[src/rtl/ser_sched_pkg.sv]
// ============================================================================
//  Module   : ser_sched_pkg
//  Brief    : Shared types and default words for the serializer word scheduler.
//  Revision : 1.0
// ============================================================================
`default_nettype none

package ser_sched_pkg;

    typedef enum logic [1:0] {
        SRC_IDLE = 2'b00,
        SRC_REQ0 = 2'b01,
        SRC_REQ1 = 2'b10,
        SRC_SYNC = 2'b11
    } src_e;

    typedef enum logic {
        ST_TRAIN = 1'b0,
        ST_RUN   = 1'b1
    } state_e;

    localparam logic [15:0] DEF_SYNC_WORD = 16'hF00F;
    localparam logic [15:0] DEF_IDLE_WORD = 16'hAAAA;

endpackage

`default_nettype wire

[src/rtl/rr_arb2.sv]
// ============================================================================
//  Module   : rr_arb2
//  Brief    : Two-way round-robin arbiter; pointer moves only on a grant.
//  Revision : 1.0
// ============================================================================
`default_nettype none

module rr_arb2 (
    input  logic       clk,
    input  logic       rst,
    input  logic [1:0] req,
    input  logic       advance,
    output logic [1:0] grant
);

    // favour_1 high means requester 1 wins a tie.
    logic favour_1;

    always_comb begin
        grant    = 2'b00;
        grant[0] = req[0] & (~req[1] | ~favour_1);
        grant[1] = req[1] & (~req[0] |  favour_1);
    end

    always_ff @(posedge clk) begin
        if (rst) begin
            favour_1 <= 1'b0;
        end else if (advance && (grant != 2'b00)) begin
            favour_1 <= grant[0];
        end
    end

endmodule

`default_nettype wire

[src/rtl/serializer_word_sched.sv]
// ============================================================================
//  Module   : serializer_word_sched
//  Brief    : Schedules 16-bit words (train SYNC, data, periodic SYNC, idle)
//             into a serializer tree, one word every WORD_CYCLES clocks.
//  Revision : 1.0
// ============================================================================
`default_nettype none

module serializer_word_sched
    import ser_sched_pkg::*;
#(
    parameter int unsigned  WORD_CYCLES = 8,
    parameter int unsigned  TRAIN_WORDS = 4,
    parameter int unsigned  SYNC_PERIOD = 64,
    parameter logic [15:0]  SYNC_WORD   = DEF_SYNC_WORD,
    parameter logic [15:0]  IDLE_WORD   = DEF_IDLE_WORD
) (
    input  logic        CLK,
    input  logic        RST,
    input  logic        ENABLE,
    input  logic        VALID0,
    input  logic        VALID1,
    input  logic [15:0] DATA0,
    input  logic [15:0] DATA1,
    output logic        READY0,
    output logic        READY1,
    output logic [15:0] PAR_OUT,
    output logic        LOAD,
    output logic [1:0]  SRC
);

    localparam logic [7:0] SLOT_LAST  = 8'(WORD_CYCLES - 1);
    localparam logic [7:0] TRAIN_LAST = 8'(TRAIN_WORDS - 1);
    localparam logic [9:0] FRAME_LAST = 10'(SYNC_PERIOD - 1);

    state_e      state, state_nxt;
    logic [7:0]  slot;
    logic [7:0]  train_cnt, train_nxt;
    logic [9:0]  frame_cnt, frame_nxt;
    logic [15:0] par_q, par_nxt;
    src_e        src_q, src_nxt;
    logic        load_q;

    logic        boundary;
    logic        sync_slot;
    logic        eligible;
    logic [1:0]  req;
    logic [1:0]  grant;

    always_comb begin
        boundary  = (slot == SLOT_LAST);
        sync_slot = (frame_cnt == FRAME_LAST);
        // Handshakes exist only at RUN data boundaries and never during reset.
        eligible  = ~RST & (state == ST_RUN) & boundary & ~sync_slot & ENABLE;
        req       = {VALID1, VALID0} & {2{eligible}};
    end

    rr_arb2 u_arb (
        .clk     (CLK),
        .rst     (RST),
        .req     (req),
        .advance (|grant),
        .grant   (grant)
    );

    always_comb begin
        state_nxt = state;
        train_nxt = train_cnt;
        frame_nxt = frame_cnt;
        par_nxt   = par_q;
        src_nxt   = src_q;
        if (boundary) begin
            case (state)
                ST_TRAIN: begin
                    par_nxt = SYNC_WORD;
                    src_nxt = SRC_SYNC;
                    if (train_cnt == TRAIN_LAST) begin
                        state_nxt = ST_RUN;
                        train_nxt = 8'd0;
                        frame_nxt = 10'd0;
                    end else begin
                        train_nxt = train_cnt + 8'd1;
                    end
                end
                ST_RUN: begin
                    if (sync_slot) begin
                        par_nxt   = SYNC_WORD;
                        src_nxt   = SRC_SYNC;
                        frame_nxt = 10'd0;
                    end else begin
                        frame_nxt = frame_cnt + 10'd1;
                        if (grant[0]) begin
                            par_nxt = DATA0;
                            src_nxt = SRC_REQ0;
                        end else if (grant[1]) begin
                            par_nxt = DATA1;
                            src_nxt = SRC_REQ1;
                        end else begin
                            par_nxt = IDLE_WORD;
                            src_nxt = SRC_IDLE;
                        end
                    end
                end
                default: state_nxt = ST_TRAIN;
            endcase
        end
    end

    always_ff @(posedge CLK) begin
        if (RST) begin
            state     <= ST_TRAIN;
            slot      <= 8'd0;
            train_cnt <= 8'd0;
            frame_cnt <= 10'd0;
            par_q     <= IDLE_WORD;
            src_q     <= SRC_IDLE;
            load_q    <= 1'b0;
        end else begin
            state     <= state_nxt;
            slot      <= boundary ? 8'd0 : slot + 8'd1;
            train_cnt <= train_nxt;
            frame_cnt <= frame_nxt;
            par_q     <= par_nxt;
            src_q     <= src_nxt;
            load_q    <= boundary;
        end
    end

    assign READY0  = grant[0];
    assign READY1  = grant[1];
    assign PAR_OUT = par_q;
    assign SRC     = src_q;
    assign LOAD    = load_q;

endmodule

`default_nettype wire

[config.mk]
export PLATFORM = sky130hd
export DESIGN_NAME = serializer_word_sched
export DESIGN_NICKNAME = d
export VERILOG_FILES = /design/src/rtl/ser_sched_pkg.sv /design/src/rtl/rr_arb2.sv /design/src/rtl/serializer_word_sched.sv
export SDC_FILE = /design/constraint.sdc
export NUM_CORES = 1
export LEC_CHECK = 0
export CORE_ASPECT_RATIO = 1.75
export CORE_MARGIN = 2
export CORE_UTILIZATION = 49
export CTS_CLUSTER_DIAMETER = 200
export DETAILED_ROUTE_END_ITERATION = 10
export GPL_TIMING_DRIVEN = 0
export PLACE_DENSITY = 0.92
export SETUP_SLACK_MARGIN = 0.4
export SYNTH_ARGS = -nofsm -noshare
export SYNTH_HDL_FRONTEND = slang
export SYNTH_SLANG_ARGS = --single-unit
[constraint.sdc]
create_clock -name CLK -period 2.4 [get_ports CLK]
set_input_delay 0.48 -clock CLK [delete_from_list [all_inputs] [get_ports CLK]]
set_output_delay 0.48 -clock CLK [all_outputs]
set_load 0.01 [all_outputs]
* Word-level counts from Yosys, hierarchy flattened
Cells that the tools add are included.
Word-level totals: flip-flop bits (word level) 47
Cells by class: equality and inequality tests 4, reductions and logical operators 6, add/subtract/negate cells 3, multiplexer cells 14, bitwise logic cells 15
Operators by type and width (count):
- $mux 16 | 3
- $pmux 16 s2 | 1
- $mux 10 | 2
- $pmux 10 s2 | 1
- $add 8x1->8 const B | 2
- $add 10x1->10 const B | 1
- $eq 10x6->1 const B | 1
- $eq 8x2->1 const B | 1
- $eq 8x3->1 const B | 1
- $mux 8 | 1
- $and 1x1->1 | 6
- $mux 2 | 3
- $not 1->1 | 6
- $pmux 2 s2 | 1
- $reduce_and 2->1 | 2
- $reduce_or 2->1 | 2
- $and 2x2->2 | 1
- $mux 1 | 2
- $ne 2x2->1 const B | 1
- $or 1x1->1 | 2
- $reduce_bool 2->1 | 1
- $logic_and 1x1->1 | 1

* Depth between registers and ports, before layout
Gate-level depths: netlist of the first run.
depth after elaboration 13, gate-level depth with buffers 7, mapped depth without buffers 6

* By module
A second synthesis of the first run with hierarchy kept.
Unflattened totals: cell total of the unflattened synthesis 260, area total of the unflattened synthesis 2224.6 µm²
Modules (own cells, without submodules):
- serializer_word_sched | cells an instance 253, times used 1, area each 2159.6 µm², sequential area each 920.9 µm²
- rr_arb2 | cells an instance 7, times used 1, area each 65.1 µm², sequential area each 20.0 µm²

* Worst setup path before layout of the first run
Ideal clock, no wire load.
kind register -> output, from register slot[0], to output port READY1, arrival time 1.596 ns, stages on the path, launching flop included 6, path buffers 0, path slack 0.324 ns, cell sequence dfxtp_1 ha_1 or4b_1 nor2_2 nand4_2 inv_1
On the way: cells in the longest elaborated chain, start to end 8
Ends and longest elaborated chain:
- start: declaration | RTL line serializer_word_sched.sv:37 | logic [7:0] slot;
- start signal: assignment | RTL line serializer_word_sched.sv:120 | slot <= boundary ? 8'd0 : slot + 8'd1;
- $eq 8x3->1 (*) | RTL line serializer_word_sched.sv:51 | boundary = (slot == SLOT_LAST);
- $and 1x1->1 (*) (3 in a row) | RTL line serializer_word_sched.sv:54 | eligible = ~RST & (state == ST_RUN) & boundary & ~sync_slot & ENABLE;
- $and 2x2->2 (*) | RTL line serializer_word_sched.sv:55 | req = {VALID1, VALID0} & {2{eligible}};
- $not 1->1 | RTL line rr_arb2.sv:22 | grant[1] = req[1] & (~req[0] | favour_1);
- $or 1x1->1 | RTL line rr_arb2.sv:22
- $and 1x1->1 (*) | RTL line rr_arb2.sv:22
- end: declaration | RTL line serializer_word_sched.sv:26 | output logic READY1,
Every way passes the cells marked *; elsewhere a longest branch is shown, timed or not.

* Worst setup path in the final report of the first run
from register slot[1], to register par_q[9] (netlist: PAR_OUT[9])
On the way: cells in the longest elaborated chain, start to end 12
Ends and longest elaborated chain:
- $eq 8x3->1 (*) | RTL line serializer_word_sched.sv:51
- $and 1x1->1 (3 in a row) | RTL line serializer_word_sched.sv:54
- $and 2x2->2 | RTL line serializer_word_sched.sv:55
- $not 1->1 | RTL line rr_arb2.sv:22
- $or 1x1->1 | RTL line rr_arb2.sv:22
- $and 1x1->1 | RTL line rr_arb2.sv:22
- $mux 16 | RTL line serializer_word_sched.sv:95 | end else if (grant[1]) begin
- $mux 16 | RTL line serializer_word_sched.sv:92 | if (grant[0]) begin
- $mux 16 | RTL line serializer_word_sched.sv:86 | if (sync_slot) begin
- $pmux 16 s2 | RTL line serializer_word_sched.sv:73 | case (state)
- end signal: assignment | RTL line serializer_word_sched.sv:123 | par_q <= par_nxt;
- end: declaration | RTL line serializer_word_sched.sv:40 | logic [15:0] par_q, par_nxt;
Marks and branches as above. A chain may end at the register's enable or synchronous reset.

==> results of run 1 <==
==> area by class of cell <==
class                      instances  area, um2
buffer                            13      73.82
multi-input combinational        200       1403
clock buffer                       6      72.57
sequential                        47      955.9
clock inverter                     2      60.06
inverter                          14      52.55
timing repair buffer              87      818.3
fill                             269       1124
tap                               52      65.06
==> per-layer routing <==
layer,vias up,global-route usage (%),part of all wire [%]
met2,211,52.78,52
met4,0,19.64,7.8
met1,1302,28.21,33
met3,81,6.986,7.3
li1,1200,-,-
met5,-,0,0
==> metrics by stage <==
| step | setup TNS (ns) | setup slack, ns |
|---|---|---|
| 2_1_floorplan | 0 | 0.4129 |
| 3_3_place_gp | -1.291 | -0.6177 |
| 3_5_place_dp | -1.539 | -0.6161 |
| 4_1_cts | 0 | 0.08091 |
| 5_1_grt | 0 | 0.02002 |
| 6_report | 0 | 0.08478 |
==> registers in the layout (all words and copies together), names as in the netlist <==
name,count
PAR_OUT,16
frame_cnt,10
slot,8
train_cnt,8
SRC,2
LOAD,1
state,1
u_arb.favour_1,1
==> power breakdown <==
group / internal (uW) / leakage [uW] / switching [uW] / total (uW)
Sequential: 784 / 0.000383 / 7.60 / 792
Combinational: 90.0 / 0.000869 / 67.3 / 157
Clock: 417 / 0.0000654 / 300 / 716
Total: 1290 / 0.00132 / 375 / 1670
==> worst max path at each step <==
| stage | start | end | cells past startpoint |
|---|---|---|---|
| 6_report | slot[1] | PAR_OUT[9] | 7 |
| 5_1_grt | RST | PAR_OUT[9] | 6 |
| 4_1_cts | frame_cnt[7] | READY0 | 5 |
| 3_5_place_dp | VALID1 | READY0 | 6 |
| 3_3_place_gp | VALID1 | READY0 | 6 |
| 2_1_floorplan | slot[0] | READY1 | 5 |
==> cells by family (layout without fill, tap and decap cells) <==
kind of cell / Yosys count / after routing / share of synthesized area (%)
buffers and inverters: 27 / 122 / 4.878
DFF: 47 / 47 / 40.76
muxes: 2 / 2 / 0.8672
and+or+nand+nor: 118 / 118 / 28.51
AOI/OAI and AO/OA: 67 / 67 / 19.57
adders and majority gates: 3 / 3 / 1.626
xor gates and xnor gates: 10 / 10 / 3.794
==> timing repair <==
item | CTS | global route
hold endpoints to repair | 0 | 0
gates cloned | 0 | 0
hold buffers | 0 | 0
pin swaps | 6 | 10
setup buffers | 18 | 12
setup endpoints to repair | 34 | 36
resized for setup | 32 | 40
==> cell usage after synthesis, drive strengths merged (3+ instances only) <==
cell type	n	area, um2
xnor2	4	35.03
inv	14	52.55
and3	6	37.54
a21oi	14	70.07
o211ai	8	60.06
o21ai	10	50.05
o31ai	10	75.07
nor2	24	92.59
buf	6	33.78
xor2	6	52.55
ha	3	37.54
nand3	30	150.1
or4	8	63.81
nand2b	3	18.77
nand2	19	73.82
nand4	5	37.53
nor3	4	20.02
a221oi	4	35.03
clkbuf	7	26.28
and2	3	18.77
dfxtp	47	940.9
a31oi	8	50.05
o31a	3	26.28
==> placed cells by master, fill, tap and decap left out, types with 3 or more instances in the layout <==
cell | Yosys | routed
and3_1 | 6 | 5
or4_1 | 7 | 5
inv_1 | 14 | 12
o21ai_0 | 10 | 8
buf_4 | 0 | 31
dfxtp_4 | 0 | 3
xnor2_1 | 4 | 4
o211ai_1 | 8 | 8
nand4_1 | 4 | 4
clkdlybuf4s50_1 | 0 | 52
nand3_1 | 30 | 29
clkbuf_8 | 0 | 5
buf_2 | 3 | 3
or4_4 | 1 | 3
dfxtp_1 | 47 | 41
a21oi_1 | 14 | 13
dfxtp_2 | 0 | 3
o31ai_1 | 10 | 8
nand2_1 | 18 | 16
o31a_1 | 3 | 3
clkbuf_1 | 7 | 3
buf_6 | 1 | 4
nand2b_1 | 3 | 3
a31oi_1 | 8 | 7
and2_1 | 3 | 3
nor2_1 | 23 | 23
xor2_1 | 6 | 6
a221oi_1 | 4 | 3
==> critical path: stages (launching register included) <==
cell	delay, ns
dfxtp_4	0.38
ha_4	0.15
or4b_4	0.50
buf_4	0.18
o21ai_2	0.18
buf_4	0.20
nor2_1	0.05
a221oi_1	0.51
==> reports/results.ini, run 1 <==
[yosys]
synth_seq_cells=47
ys_warn_count=0
syn_area_um2=2308
synth_edf_count=0
synth_cells=274
syn-num-nets=314
async_flop_share_pct=0
synthDistinctLibCells=49
syn_area_per_cell_um2=8.425
synth-main-ff-cell=dfxtp_1
ys_seq_area_share_pct=40.76

[routing]
drt_iter0_drc=215
dr.pass1.iters=7
wl_per_cell_um=22.24
ant_nets=0
via_count=2794
drt-total-wl_mm=9.363
drc_errors=0
vias_per_cell=6.637

[hold_path]
hold_depth=2
timing.hold.worst.start=PAR_OUT[10]
hold_path_end=PAR_OUT[10]
min_path_type=flop to flop

[power]
peakVddDrop_uv=571.0
power_density_nw_per_um2=475.7
p_leak_uw=0.001317
power.total_uw=1665

[global_routing]
grt_use_total_pct=28.83
grt_first_pass_wirelength_mm=11.99
grt_max_degree=15
grt.overflow.total=0
antenna_found_initial=0
grt_pass1_vias=2620

[sta]
slew_headroom_pct=57.53
clock.fmax_ghz=0.4319
finalSetupViolCount=0
hold_viol=0
fin_worst_skew_ns=0.01770
fin_hold_ws_ns=0.4905
worstMarginPinSlew_ns=0.6371
period_minus_slack_ns=2.315
layout_worst_path_cycle_share_pct=96.47
slew_viol_final=0
grt_setup_unrepaired=yes

[clock_tree]
clk_latency_ns=0.33
cts-root-buf=clkbuf_8
cts_buffers=5
cts_buffer_depth=2
clkSlewWorstSetupHoldPaths_ns=0.10
cts_tree=done
htreeDepth=2
clkSinkCount=47

[setup_path]
worstSetupPathType=flop to flop
regToRegSetupSlack_ns=0.08
timing.rr.end=PAR_OUT[9]
start_kind=flop
worstPathMaxFanout=8
crit_arrival_ns=2.49
reg2reg_from=slot[1]
critPathCaptureType=flop
worstPathRequired_ns=2.58
rr_worst_depth=7

[cells_and_area]
final_util_pct=75.70
antenna-diode-count=0
drive_gt1_share_pct=23.04
area_growth_pct=51.65
nets=408
design_area_um2=3501
finalNonFillerCells=421

[flow_run]
drv_cap=0

[place]
dp.cells=383
place.gp.congestion=0.8563
place_area_um2=2959
portBuffers=57
dp_hpwl_mm=4.665

[floorplan]
die_x_um=55.89
fp.dieArea_um2=5298
dieHeight_um=94.80
rows=33
core_area_um2=4624
io_pins=58
initial_core_util_pct=49.92

[run_status]
status=finished clean

(Power assumes the default switching activity.)
==> run 2, diff against run 1 <==
- clock period: 2.4 -> 2.6 ns (I/O delays scaled with it)
==> run 2 against run 1 <==
Against the previous run:
- flip-flop and latch count did not move
- clock power down 10%
- hold slack worse by 0.017 ns
- combinational power down 24%
- via count shrank 6.8%
==> reports/results.ini, run 2 (synthesis results as in run 1) <==
[sta]
layout_worst_path_cycle_share_pct=91.27
slew_viol_final=0  ; unchanged
grt_setup_unrepaired=yes
fin_hold_ws_ns=0.4736  ; -0.01692 ns
fin_worst_skew_ns=0.01479  ; -0.002913 ns
period_minus_slack_ns=2.373
worstMarginPinSlew_ns=0.7279  ; +0.09078 ns
slew_headroom_pct=51.48  ; -6.1 points
finalSetupViolCount=0  ; unchanged
hold_viol=0  ; unchanged
fin_ws_ns=0.2271  ; +0.1423 ns
clock.fmax_ghz=0.4214

[cells_and_area]
finalNonFillerCells=405  ; -3.8%
nets=392  ; -3.9%
antenna-diode-count=0  ; unchanged
final_cell_mix=clkdlybuf4s50_1 (53), dfxtp_1 (41), nand3_1 (30)
area_growth_pct=41.68
layout_commonest_cell=clkdlybuf4s50_1
drive_gt1_share_pct=15.01  ; -8.0 points
final.fill_count=311  ; +16%
largest_reg_flops=16  ; unchanged

[clock_tree]
cts_buffer_depth=2  ; unchanged
cts_tree=done
clk_latency_ns=0.32  ; about the same
ctsHoldBuffers=0  ; unchanged
cts-root-buf=clkbuf_8
clkSlewWorstSetupHoldPaths_ns=0.09  ; about the same
cts_buffers=5  ; unchanged
clkSinkCount=47  ; unchanged
htreeDepth=2  ; unchanged

[run_status]
status=finished clean

[setup_path]
critPathCaptureType=output port
worstSetupPathType=flop to output port
worstPathMaxFanout=2  ; -6
crit_arrival_ns=1.85  ; -0.64 ns
start_kind=flop
worstPathRequired_ns=2.08  ; -0.50 ns

[global_routing]
grt_pass1_vias=2608  ; -0.46%
grt_first_pass_wirelength_mm=12.13  ; +1.2%
grt_max_degree=15  ; unchanged
grt.overflow.total=0  ; unchanged
grt_use_total_pct=28.71  ; -0.12 points
antenna_found_initial=0  ; unchanged

[power]
p_leak_uw=0.001180  ; -10%
peakVddDrop_uv=423.4  ; -26%
power.total_uw=1497  ; -10%
power_density_nw_per_um2=457.6  ; -3.8%

[floorplan]
core_area_um2=4624  ; unchanged
dieHeight_um=94.80  ; unchanged
io_pins=58  ; unchanged
fp.dieArea_um2=5298  ; unchanged
initial_core_util_pct=49.92  ; unchanged
die_x_um=55.89  ; unchanged
rows=33  ; unchanged

[hold_path]
min_path_type=flop to flop

[routing]
ant_nets=0  ; unchanged
vias_per_cell=6.432  ; -3.1%
wl_per_cell_um=18.83  ; -15%
dr.pass1.iters=5  ; -2
via_count=2605  ; -6.8%
drc_errors=0  ; unchanged
drt-total-wl_mm=7.628  ; -19%
drt_iter0_drc=150  ; -30%

[place]
place.gp.congestion=0.9058  ; +5.8%
dp_slack_ns=-0.5212  ; +0.09497 ns
dp.cells=383  ; unchanged
portBuffers=57  ; unchanged
dp_hpwl_mm=4.771  ; +2.3%

[flow_run]
drv_cap=0  ; unchanged

[run 2: final cells by class]
type / instances / area (um2) / share of cell area [%]
flip-flops and latches: 47 / 950.9 / 29.07
plain buffers: 13 / 63.81 / 1.951
well taps: 52 / 65.06 / 1.989
inverters: 14 / 55.05 / 1.683
clock buffers: 6 / 72.57 / 2.219
repair buffers: 71 / 686.9 / 21.00
clock inverters: 2 / 60.06 / 1.836
multi-input cells: 200 / 1316 / 40.24
[run 2: metrics by stage]
stage / util [%] / instance area [um2] / TNS (ns)
3_3_place_gp: 63.66 / 2944 / -0.8377
6_report: 70.73 / 3271 / 0
5_1_grt: 70.73 / 3271 / 0
3_5_place_dp: 63.66 / 2944 / -0.8507
4_1_cts: 69.59 / 3218 / 0
2_1_floorplan: - / 2308 / 0
[run 2: what timing repair did]
| item | CTS | global route |
|---|---|---|
| setup buffers | 12 | 2 |
| gates cloned | 0 | 0 |
| endpoints found under the setup margin | 16 | 18 |
| resized for setup | 29 | 12 |
| pin swaps | 5 | 4 |
[run 2: routing by layer]
metal  track usage (%)  up-vias  part of all wire (%)
met5                 0        -                     0
met1             30.89     1234                    35
li1                  -     1164                     -
met3             4.658       46                   6.4
met4             17.46        0                   5.5
met2             51.98      161                    53
[run 2: final timing paths]
kind	start	to	slack, ns	depth (start not counted)
setup / recovery	frame_cnt[7]	READY1	0.23	6
hold / removal	slot[0]	slot[0]	0.47	1
setup reg to reg	slot[1]	PAR_OUT[3]	0.49	8
hold reg to reg	slot[0]	slot[0]	0.47	1
[run 2: where the power goes]
group,internal (uW),switching [uW],leakage [uW]
Clock,384,259,0.0000654
Sequential,725,7.78,0.000382
Combinational,71.2,48.9,0.000732
Total,1180,316,0.00118
[run 2: critical path: stages, from the launching register on]
cell and delay, ns:
dfxtp_2 0.33, or4_4 0.54, o31a_1 0.30, buf_6 0.14
nand4_4 0.08, inv_2 0.04, buf_6 0.11
